===== config.mk =====
export PLATFORM = sky130hd
export DESIGN_NAME = xbar_master
export DESIGN_NICKNAME = d
export VERILOG_FILES = /design/src/rtl/xbar_pkg.sv /design/src/rtl/xbar_cmd_fifo.sv /design/src/rtl/xbar_master.sv
export SDC_FILE = /design/constraint.sdc
export NUM_CORES = 1
export LEC_CHECK = 0
export BUFFER_PORTS_ARGS = -buffer_cell sky130_fd_sc_hd__buf_2
export CAP_MARGIN = 20
export CORE_MARGIN = 5
export CORE_UTILIZATION = 45
export CTS_CLUSTER_SIZE = 40
export DETAILED_ROUTE_END_ITERATION = 12
export GPL_TIMING_DRIVEN = 0
export PLACE_DENSITY = 0.73
export RECOVER_POWER = 100
export SETUP_SLACK_MARGIN = 0.05
export SYNTH_ARGS = -nofsm -noshare
export SYNTH_HDL_FRONTEND = slang
export SYNTH_HIERARCHICAL = 1
export SYNTH_SLANG_ARGS = --single-unit

===== constraint.sdc =====
create_clock -name clk -period 3.6 [get_ports clk]
set_clock_uncertainty 0.05 [all_clocks]
set_input_delay 0.36 -clock clk [delete_from_list [all_inputs] [get_ports clk]]
set_output_delay 0.36 -clock clk [all_outputs]
set_load 0.1 [all_outputs]

===== src/rtl/xbar_pkg.sv =====
// rtl/xbar_pkg.sv - shared command encodings, FSM states and command record for the crossbar master
package xbar_pkg;

    localparam logic CMD_READ  = 1'b0;
    localparam logic CMD_WRITE = 1'b1;

    localparam int XBAR_AW = 32;
    localparam int XBAR_DW = 32;

    typedef enum logic [2:0] {
        IDLE,
        REQ,
        RDATA,
        RESP,
        ERR
    } xbar_state_e;

    typedef struct packed {
        logic               write;
        logic [XBAR_AW-1:0] addr;
        logic [XBAR_DW-1:0] wdata;
    } xbar_cmd_t;

    function automatic xbar_cmd_t xbar_mk_cmd(input logic write, input logic [XBAR_AW-1:0] addr,
                                              input logic [XBAR_DW-1:0] wdata);
        xbar_cmd_t c;
        c.write = write;
        c.addr  = addr;
        c.wdata = wdata;
        return c;
    endfunction

endpackage


===== src/rtl/xbar_cmd_fifo.sv =====
// rtl/xbar_cmd_fifo.sv - synchronous command FIFO, no bypass, async active-low reset
module xbar_cmd_fifo #(
    parameter int W     = 65,
    parameter int DEPTH = 4
) (
    input  logic         clk,
    input  logic         reset_n,
    input  logic         push,
    input  logic [W-1:0] push_data,
    input  logic         pop,
    output logic [W-1:0] pop_data,
    output logic         full,
    output logic         empty
);

    localparam int PW = $clog2(DEPTH);
    localparam logic [PW:0] PTR_ONE = (PW + 1)'(1);

    logic [W-1:0] mem [DEPTH];
    logic [PW:0]  wr_ptr;
    logic [PW:0]  rd_ptr;

    // Extra pointer bit distinguishes full from empty when the indices match.
    assign empty    = (wr_ptr == rd_ptr);
    assign full     = (wr_ptr[PW] != rd_ptr[PW]) && (wr_ptr[PW-1:0] == rd_ptr[PW-1:0]);
    assign pop_data = mem[rd_ptr[PW-1:0]];

    always_ff @(posedge clk or negedge reset_n) begin
        if (!reset_n) begin
            wr_ptr <= '0;
            rd_ptr <= '0;
        end else begin
            if (push && !full)
                wr_ptr <= wr_ptr + PTR_ONE;
            if (pop && !empty)
                rd_ptr <= rd_ptr + PTR_ONE;
        end
    end

    always_ff @(posedge clk) begin
        if (push && !full)
            mem[wr_ptr[PW-1:0]] <= push_data;
    end

endmodule


===== src/rtl/xbar_master.sv =====
// rtl/xbar_master.sv - crossbar initiator: queues commands, runs req/ack handshakes, returns one response each
module xbar_master
    import xbar_pkg::*;
#(
    parameter int AW         = 32,
    parameter int DW         = 32,
    parameter int FIFO_DEPTH = 4,
    parameter int TIMEOUT    = 16
) (
    input  logic          clk,
    input  logic          reset_n,
    input  logic          cmd_valid,
    output logic          cmd_ready,
    input  logic          cmd_write,
    input  logic [AW-1:0] cmd_addr,
    input  logic [DW-1:0] cmd_wdata,
    output logic          req,
    output logic [AW-1:0] addr,
    output logic          cmd,
    output logic [DW-1:0] wdata,
    input  logic          ack,
    input  logic [DW-1:0] rdata,
    output logic          resp_valid,
    output logic [DW-1:0] resp_rdata,
    output logic          resp_err,
    output logic          busy
);

    typedef struct packed {
        logic          write;
        logic [AW-1:0] addr;
        logic [DW-1:0] wdata;
    } cmd_t;

    localparam int CW = (TIMEOUT > 2) ? $clog2(TIMEOUT) : 1;
    localparam logic [CW-1:0] CNT_LAST = CW'(TIMEOUT - 1);
    localparam logic [CW-1:0] CNT_ONE  = CW'(1);

    xbar_state_e state;
    logic [CW-1:0] cnt;
    cmd_t       push_cmd;
    cmd_t       head;
    logic       fifo_full;
    logic       fifo_empty;
    logic       pop;

    assign push_cmd  = '{write: cmd_write, addr: cmd_addr, wdata: cmd_wdata};
    assign pop       = (state == IDLE) && !fifo_empty;
    assign cmd_ready = !fifo_full;
    assign busy      = (state != IDLE) || !fifo_empty;

    xbar_cmd_fifo #(
        .W     ($bits(cmd_t)),
        .DEPTH (FIFO_DEPTH)
    ) u_fifo (
        .clk       (clk),
        .reset_n   (reset_n),
        .push      (cmd_valid),
        .push_data (push_cmd),
        .pop       (pop),
        .pop_data  (head),
        .full      (fifo_full),
        .empty     (fifo_empty)
    );

    always_ff @(posedge clk or negedge reset_n) begin
        if (!reset_n) begin
            state      <= IDLE;
            cnt        <= '0;
            req        <= 1'b0;
            addr       <= '0;
            cmd        <= 1'b0;
            wdata      <= '0;
            resp_valid <= 1'b0;
            resp_err   <= 1'b0;
            resp_rdata <= '0;
        end else begin
            resp_valid <= 1'b0;
            resp_err   <= 1'b0;
            case (state)
                IDLE: begin
                    if (!fifo_empty) begin
                        addr  <= head.addr;
                        cmd   <= head.write;
                        wdata <= head.wdata;
                        req   <= 1'b1;
                        cnt   <= '0;
                        state <= REQ;
                    end
                end
                REQ: begin
                    // Ack takes priority over an expiring timeout in the same cycle.
                    if (ack) begin
                        req        <= 1'b0;
                        resp_rdata <= '0;
                        state      <= (cmd == CMD_WRITE) ? RESP : RDATA;
                    end else if (cnt == CNT_LAST) begin
                        req   <= 1'b0;
                        state <= ERR;
                    end else begin
                        cnt <= cnt + CNT_ONE;
                    end
                end
                RDATA: begin
                    resp_rdata <= rdata;
                    state      <= RESP;
                end
                RESP: begin
                    resp_valid <= 1'b1;
                    state      <= IDLE;
                end
                ERR: begin
                    resp_valid <= 1'b1;
                    resp_err   <= 1'b1;
                    resp_rdata <= '0;
                    state      <= IDLE;
                end
                default: state <= IDLE;
            endcase
        end
    end

endmodule


==> metrics.yaml, run 1 <==
cts_buffers: 39
drc: 0
fin_crit_sh: 0.851
synth_edf_count: 260
hold_path_class: "in -> reg"
syn_avg_cell_area_um2: 17.7
placed_area_um2: 15700
synth_warnings: 6
syn_inst: 787
ys_seq_area_frac: 0.762
finalMaxSlewViolations: 112
yosys-top-cells-count: "edfxtp_1 (260), nand2_1 (205), dfrtp_1 (113), mux4_2 (65), a22o_1 (32)"
violations: "capacitance limit, slew limit"
firstDrtPassIters: 5
dp_hpwl_um: 18800
fmax_mhz: 327
slew_headroom: -0.560
syn-num-nets: 894
ant_nets: 0
cts.clk_slew.worst_paths_ps: 60
yosysMostFrequentCell: "edfxtp_1"
synth-main-ff-cell: "edfxtp_1"
drive_gt1_frac: 0.168
critPathTopFamily: "simple AND/OR/NAND/NOR gates"
yosysTopAreaCellShare: 0.559
die_x_um: 186
grt_antenna_before_repair: 2
worst_pin_slew_ps: 2340
wl_per_cell_um: 19.2
place_congestion: 0.738
io_pins: 203
grt_pass1_vias: 7963
critPathMaxFanout: 36
reg2regPathDepth: 5
post_cts_buffers: 0
worst_hold_path.num_cells: 2
synth.distinct_cells: 40
maxCapViolCount: 4
num_vias: 7712
nNetsFinal: 1197
grtUsageTotal: 0.170
port_buffers: 202
worst_path_largest_cell_delay_ps: 1390
cts_tree: "yes"
cts_max_level: 2
overflow: 0
fp.dieH_um: 186
crit_buf_inv: 2
core_um2: 30600
clkSinkCount: 373
async_reset_ff_frac: 0.303
dieArea_um2: 34600
area_growth_pct: 23.0
fillers: 2449
startpoint_type: "flop"
cp-end-kind: "flop"
grt_max_degree: 71
rsz0062_at_grt: "false"
finalHoldViolations: 0
worstPathArrival_ps: 3210
period_needed_ps: 3060
cts_buffer_depth: 3
synth_seq_cells: 373
holdBufCountCts: 53
rows: 64
critPathKind: "reg -> reg"
routed_via_density: 5.08
setup_viol: 0
clockRootBuffer: "clkbuf_16"
first_iter_violations: 352
worst-path-stages: 5
netlist.top_cell.by_area: "edfxtp_1"
initial_utilization: 0.456
crit_path_top_delay_cell: "and3_1"
final_area_um2: 17200
cp.required_ps: 3750
cts_resized: 0
drt-total-wl_um: 29200
synthesis.area_um2: 14000
clock_latency_ps: 530
grt_pass1_wl_um: 45000
path_cells: "buf_6 > xnor2_1 > nand3_1 > and3_1 > buf_12"
ys_top_cells_by_area: "edfxtp_1 (56%), dfrtp_1 (20%), mux4_2 (10%)"
outcome: "finished, violations left"
[cells by family after synthesis]
logic type	Yosys count	share of synthesized area
compound gates	54	0.0312
xor+xnor	10	0.00816
fa+ha+maj	6	0.00538
buf+inv	48	0.0206
flops	373	0.762
mux	68	0.107
simple gates	228	0.0655
[registers in the layout, indices dropped and copies added (netlist names)]
register       flops
resp_err           1
addr              32
resp_valid         1
u_fifo/rd_ptr      3
resp_rdata        32
cnt                4
cmd                1
wdata             32
req                1
u_fifo/mem       260
u_fifo/wr_ptr      3
state              3
[cell usage in the layout (no fill, tap or decap), types with 5 or more instances in the layout]
cell           netlist  routed
edfxtp_1           260     260
nand2_1            205     205
clkbuf_1            15     199
dfrtp_1            113     113
mux4_2              65      65
dlygate4sd3_1        0      53
buf_2               13      42
clkbuf_16            0      40
a22o_1              32      32
clkinv_2             1       8
buf_6               10       8
inv_1                7       7
a21oi_1              7       7
ha_1                 6       6
clkbuf_8             0       5
xnor2_1              5       5
o31ai_1              5       5
[final timing paths]
check | to | from | slack (ps)
worst min-delay path | resp_rdata[9]$_DFFE_PN0P_ | rdata[9] | 30
min in group asynchronous | addr[15]$_DFFE_PN0P_ | reset_n | 1190
worst max-delay path | u_fifo/mem[1][42]$_DFFE_PP_ | u_fifo/rd_ptr[0]$_DFFE_PN0P_ | 540
worst max register to register | u_fifo/mem[1][42]$_DFFE_PP_ | u_fifo/rd_ptr[0]$_DFFE_PN0P_ | 540
max in group asynchronous | addr[3]$_DFFE_PN0P_ | reset_n | 960
worst min register to register | wdata[15]$_DFFE_PN0P_ | wdata[15]$_DFFE_PN0P_ | 420
[area by class of cell]
class | count | area [µm²] | share of cell area
flip-flops and latches | 373 | 10600 | 0.619
multi-input cells | 366 | 3010 | 0.175
repair buffers | 262 | 1490 | 0.0869
clock buffers | 56 | 1110 | 0.0647
well taps | 396 | 495 | 0.0289
plain buffers | 40 | 235 | 0.0137
clock inverters | 16 | 155 | 0.00904
inverters | 8 | 31.3 | 0.00182
diodes | 1 | 2.50 | 0.000146
[through the flow]
stage	instances	TNS, ps	setup WS (ps)	hold slack, ps	util
floorplan	787	0	276	14.4	-
CTS	1517	0	743	0.0159	0.571
global placement	1385	-230250	-1520	404	0.505
finish	1518	0	538	26.4	0.561
global route	1518	0	344	10.8	0.561
detailed placement	1392	0	836	292	0.512
[metal layers]
metal  part of all wire  track usage
met3              0.064       0.0336
met1               0.43        0.233
met5            0.00044            0
met2               0.49        0.286
met4              0.017       0.0388
Power of run 1 is not shown: default switching activity piles up to over one toggle a cycle in this logic, so the estimate is an artifact.
==> run 2: changes to the inputs <==
==> constraint.sdc (replaced) <==
create_clock -name clk -period 3.6 [get_ports clk]
set_clock_uncertainty 0.05 [all_clocks]
set_input_delay 0.72 -clock clk [delete_from_list [all_inputs] [get_ports clk]]
set_output_delay 0.72 -clock clk [all_outputs]
set_load 0.1 [all_outputs]
==> metrics.yaml, run 2 (synthesis gave the netlist of run 1 again) <==
finalHoldViolations: 0
num_vias: 7479
core_um2: 30600
worstPathArrival_ps: 2470
min_from: "rdata[2]"
final_cell_mix: "edfxtp_1 (260), nand2_1 (205), clkbuf_1 (200)"
initial_utilization: 0.456
rsz0062_at_grt: "false"
dieArea_um2: 34600
path_cells: "buf_6 > buf_8 > xor2_1 > nor3_1 > nand3b_1 > clkbuf_2"
clkSinkCount: 373
outcome: "finished, violations left"
cp-end-kind: "output port"
setup.worst_path.start: "u_fifo/rd_ptr[0]$_DFFE_PN0P_"
slew_headroom: -0.896
hold_path_end: "resp_rdata[2]$_DFFE_PN0P_"
dp_hpwl_um: 18800
final_util: 0.544
post_cts_buffers: 0
cts_buffer_depth: 3
reg2reg_to: "addr[30]$_DFFE_PN0P_"
cts_resized: 0
period_needed_ps: 3240
fmax_mhz: 309
setup_viol: 0
holdBufCountCts: 0
wl_per_cell_um: 19.7
reg2regPathDepth: 10
critPathKind: "reg -> out"
fin_crit_sh: 0.899
r2r-start: "u_fifo/rd_ptr[0]$_DFFE_PN0P_"
port_buffers: 202
fp.dieH_um: 186
cp.required_ps: 2830
overflow: 0
cts_buffers: 39
grt_antenna_before_repair: 2
drc: 0
cts_tree: "yes"
cts_max_level: 2
violations: "capacitance limit, slew limit"
grt_max_degree: 71
routed_via_density: 5.11
drive_gt1_frac: 0.175
worst_pin_slew_ps: 2840
area_growth_pct: 19.2
startpoint_type: "flop"
crit_path_top_delay_cell: "nor3_1"
nNetsFinal: 1144
cts.clk_slew.worst_paths_ps: 60
io_pins: 203
drt-total-wl_um: 28900
fin_setup_tns_ps: 0
finalMaxSlewViolations: 143
clockRootBuffer: "clkbuf_16"
hold_path_class: "in -> reg"
final_common_cell: "edfxtp_1"
n_antenna_cell: 0
grtUsageTotal: 0.168
first_iter_violations: 329
firstDrtPassIters: 5
worst_hold_path.num_cells: 2
rrSetupSlack_ps: 520
place_congestion: 0.738
die_x_um: 186
rows: 64
maxCapViolCount: 5
clock_latency_ps: 520
critPathMaxFanout: 10
largest_register_ffs: 260
worst_path_largest_cell_delay_ps: 450
grt_pass1_wl_um: 44200
grt_pass1_vias: 7717
ant_nets: 0
run 2: how the worst max path moves through the flow:
stage / to / slack [ps] / depth (start not counted)
final: busy / 360 / 6
after global routing: addr[6]$_DFFE_PN0P_ / 190 / 1
after CTS: busy / 480 / 6
after detailed placement: u_fifo/rd_ptr[1]$_DFFE_PN0P_ / 840 / 11
after global placement: u_fifo/mem[3][39]$_DFFE_PP_ / -1560 / 3
after floorplan: u_fifo/mem[3][0]$_DFFE_PP_ / 280 / 2
run 2: layout make-up:
type / count / area (µm²)
buffer: 40 / 228
sequential: 373 / 10600
inverter: 8 / 31.3
multi-input combinational: 366 / 3010
clock buffer: 56 / 1110
clock inverter: 16 / 155
timing repair buffer: 209 / 973
fill: 2495 / 14000
tap: 396 / 495
run 2: through the flow:
step | hold slack (ps) | std cells | setup slack (ps) | cell area [µm²]
after floorplan | 374 | 787 | 276 | 14000
after global placement | 404 | 1385 | -1560 | 15500
after detailed placement | 407 | 1392 | 836 | 15700
after CTS | 88.0 | 1464 | 483 | 16900
after global routing | 361 | 1464 | 193 | 16600
final | 385 | 1464 | 364 | 16600
run 2: critical path, delay by kind of cell (launching register included):
| family | cells | cell delay (ps) |
|---|---|---|
| buffers and inverters | 3 | 690 |
| AND/OR/NAND/NOR | 2 | 590 |
| flip-flops | 1 | 400 |
| XOR/XNOR | 1 | 230 |
run 2: per-layer routing:
| layer | routed length (µm) | GRT usage | vias up |
|---|---|---|---|
| met1 | 12300 | 0.227 | 3763 |
| met3 | 1930 | 0.0397 | 38 |
| met2 | 14200 | 0.279 | 221 |
| met4 | 461 | 0.0385 | 4 |
| li1 | - | - | 3453 |
| met5 | 25 | 0 | - |
Power of run 2 is left out for the same reason.
==> run 3: changes to the inputs <==
==> constraint.sdc (replaced) <==
create_clock -name clk -period 3.93 [get_ports clk]
set_clock_uncertainty 0.05 [all_clocks]
set_input_delay 0.786 -clock clk [delete_from_list [all_inputs] [get_ports clk]]
set_output_delay 0.786 -clock clk [all_outputs]
set_load 0.1 [all_outputs]
==> metrics.yaml, run 3 (synthesis gave the netlist of run 1 again) <==
outcome: "finished, violations left"
violations: "capacitance limit, slew limit"
critPathMaxFanout: 10
grt_pass1_wl_um: 44200
critPathKind: "reg -> out"
cts_buffer_depth: 3
num_vias: 7480
firstDrtPassIters: 5
cts_resized: 0
final_common_cell: "edfxtp_1"
maxCapViolCount: 5
dp_hpwl_um: 18800
first_iter_violations: 332
place_congestion: 0.738
crit_path_top_delay_cell: "clkbuf_2"
ant_nets: 0
path_cells: "clkbuf_1 > buf_8 > xor2_1 > nor3_1 > nand3b_1 > clkbuf_2"
timing.hold.ws_ps: 421
hold_path_class: "reg -> reg"
reg2regPathDepth: 10
drt-total-wl_um: 28900
drc: 0
cts_buffers: 39
startpoint_type: "flop"
initial_utilization: 0.456
holdBufCountCts: 0
worst_hold_path.num_cells: 2
drive_gt1_frac: 0.173
period_needed_ps: 3450
finalMaxSlewViolations: 143
overflow: 0
fin_crit_sh: 0.877
fmax_mhz: 290
core_um2: 30600
rows: 64
finalHoldViolations: 0
cts_tree: "yes"
grt_antenna_before_repair: 2
fp.dieH_um: 186
cp.required_ps: 3090
slew_headroom: -0.896
wl_per_cell_um: 19.7
worst_path_largest_cell_delay_ps: 470
dieArea_um2: 34600
final_cell_mix: "edfxtp_1 (260), nand2_1 (205), clkbuf_1 (202)"
clockRootBuffer: "clkbuf_16"
grt_pass1_vias: 7717
rsz0062_at_grt: "false"
cts_max_level: 2
crit_buf_inv: 3
critPathTopFamily: "buffers and inverters"
area_growth_pct: 19.2
worstPathArrival_ps: 2610
largest_register_ffs: 260
n_antenna_cell: 0
grtUsageTotal: 0.168
setup_viol: 0
die_x_um: 186
routed_via_density: 5.11
worst_pin_slew_ps: 2840
nNetsFinal: 1144
clkSinkCount: 373
io_pins: 203
post_cts_buffers: 0
cts.clk_slew.worst_paths_ps: 60
grt_max_degree: 71
port_buffers: 202
cp-end-kind: "output port"
worst-path-stages: 6
clock_latency_ps: 520
[run 3: tightest hold or removal path: stages, from the launching register on]
cell and delay, ps:
dfrtp_1 340, nand2_1 50, nand2_1 50
[run 3: metrics by stage]
stage	setup WS, ps	cells	TNS [ps]	instance area (µm²)	utilization
6_report	484	1464	0	16600	0.544
5_1_grt	319	1464	0	16600	0.544
4_1_cts	747	1464	0	16900	0.553
3_5_place_dp	1170	1392	0	15700	0.512
3_3_place_gp	-1290	1385	-150650	15500	0.505
2_1_floorplan	562	787	0	14000	-
[run 3: cell type report]
| type | instances | area, µm² |
|---|---|---|
| Tap cell | 396 | 495 |
| Timing Repair Buffer | 209 | 972 |
| Sequential cell | 373 | 10600 |
| Buffer | 40 | 226 |
| Inverter | 8 | 31.3 |
| Multi-Input combinational cell | 366 | 3010 |
| Clock inverter | 16 | 155 |
| Clock buffer | 56 | 1110 |
| Fill cell | 2495 | 14000 |
[run 3: final timing paths]
check	slack (ps)	to	start
worst max register to register	740	addr[30]$_DFFE_PN0P_	u_fifo/rd_ptr[0]$_DFFE_PN0P_
max in group asynchronous	1080	addr[3]$_DFFE_PN0P_	reset_n
worst max-delay path	480	busy	u_fifo/rd_ptr[0]$_DFFE_PN0P_
worst min register to register	420	wdata[15]$_DFFE_PN0P_	wdata[15]$_DFFE_PN0P_
min in group asynchronous	1120	addr[15]$_DFFE_PN0P_	reset_n
worst min-delay path	420	wdata[15]$_DFFE_PN0P_	wdata[15]$_DFFE_PN0P_
[run 3: metal layers]
layer | GRT usage | routed length (µm) | vias to the layer above
met5 | 0 | 25 | -
met1 | 0.227 | 12200 | 3750
li1 | - | - | 3454
met3 | 0.0397 | 2010 | 41
met2 | 0.279 | 14200 | 231
met4 | 0.0385 | 477 | 4
Power of run 3 is left out for the same reason.
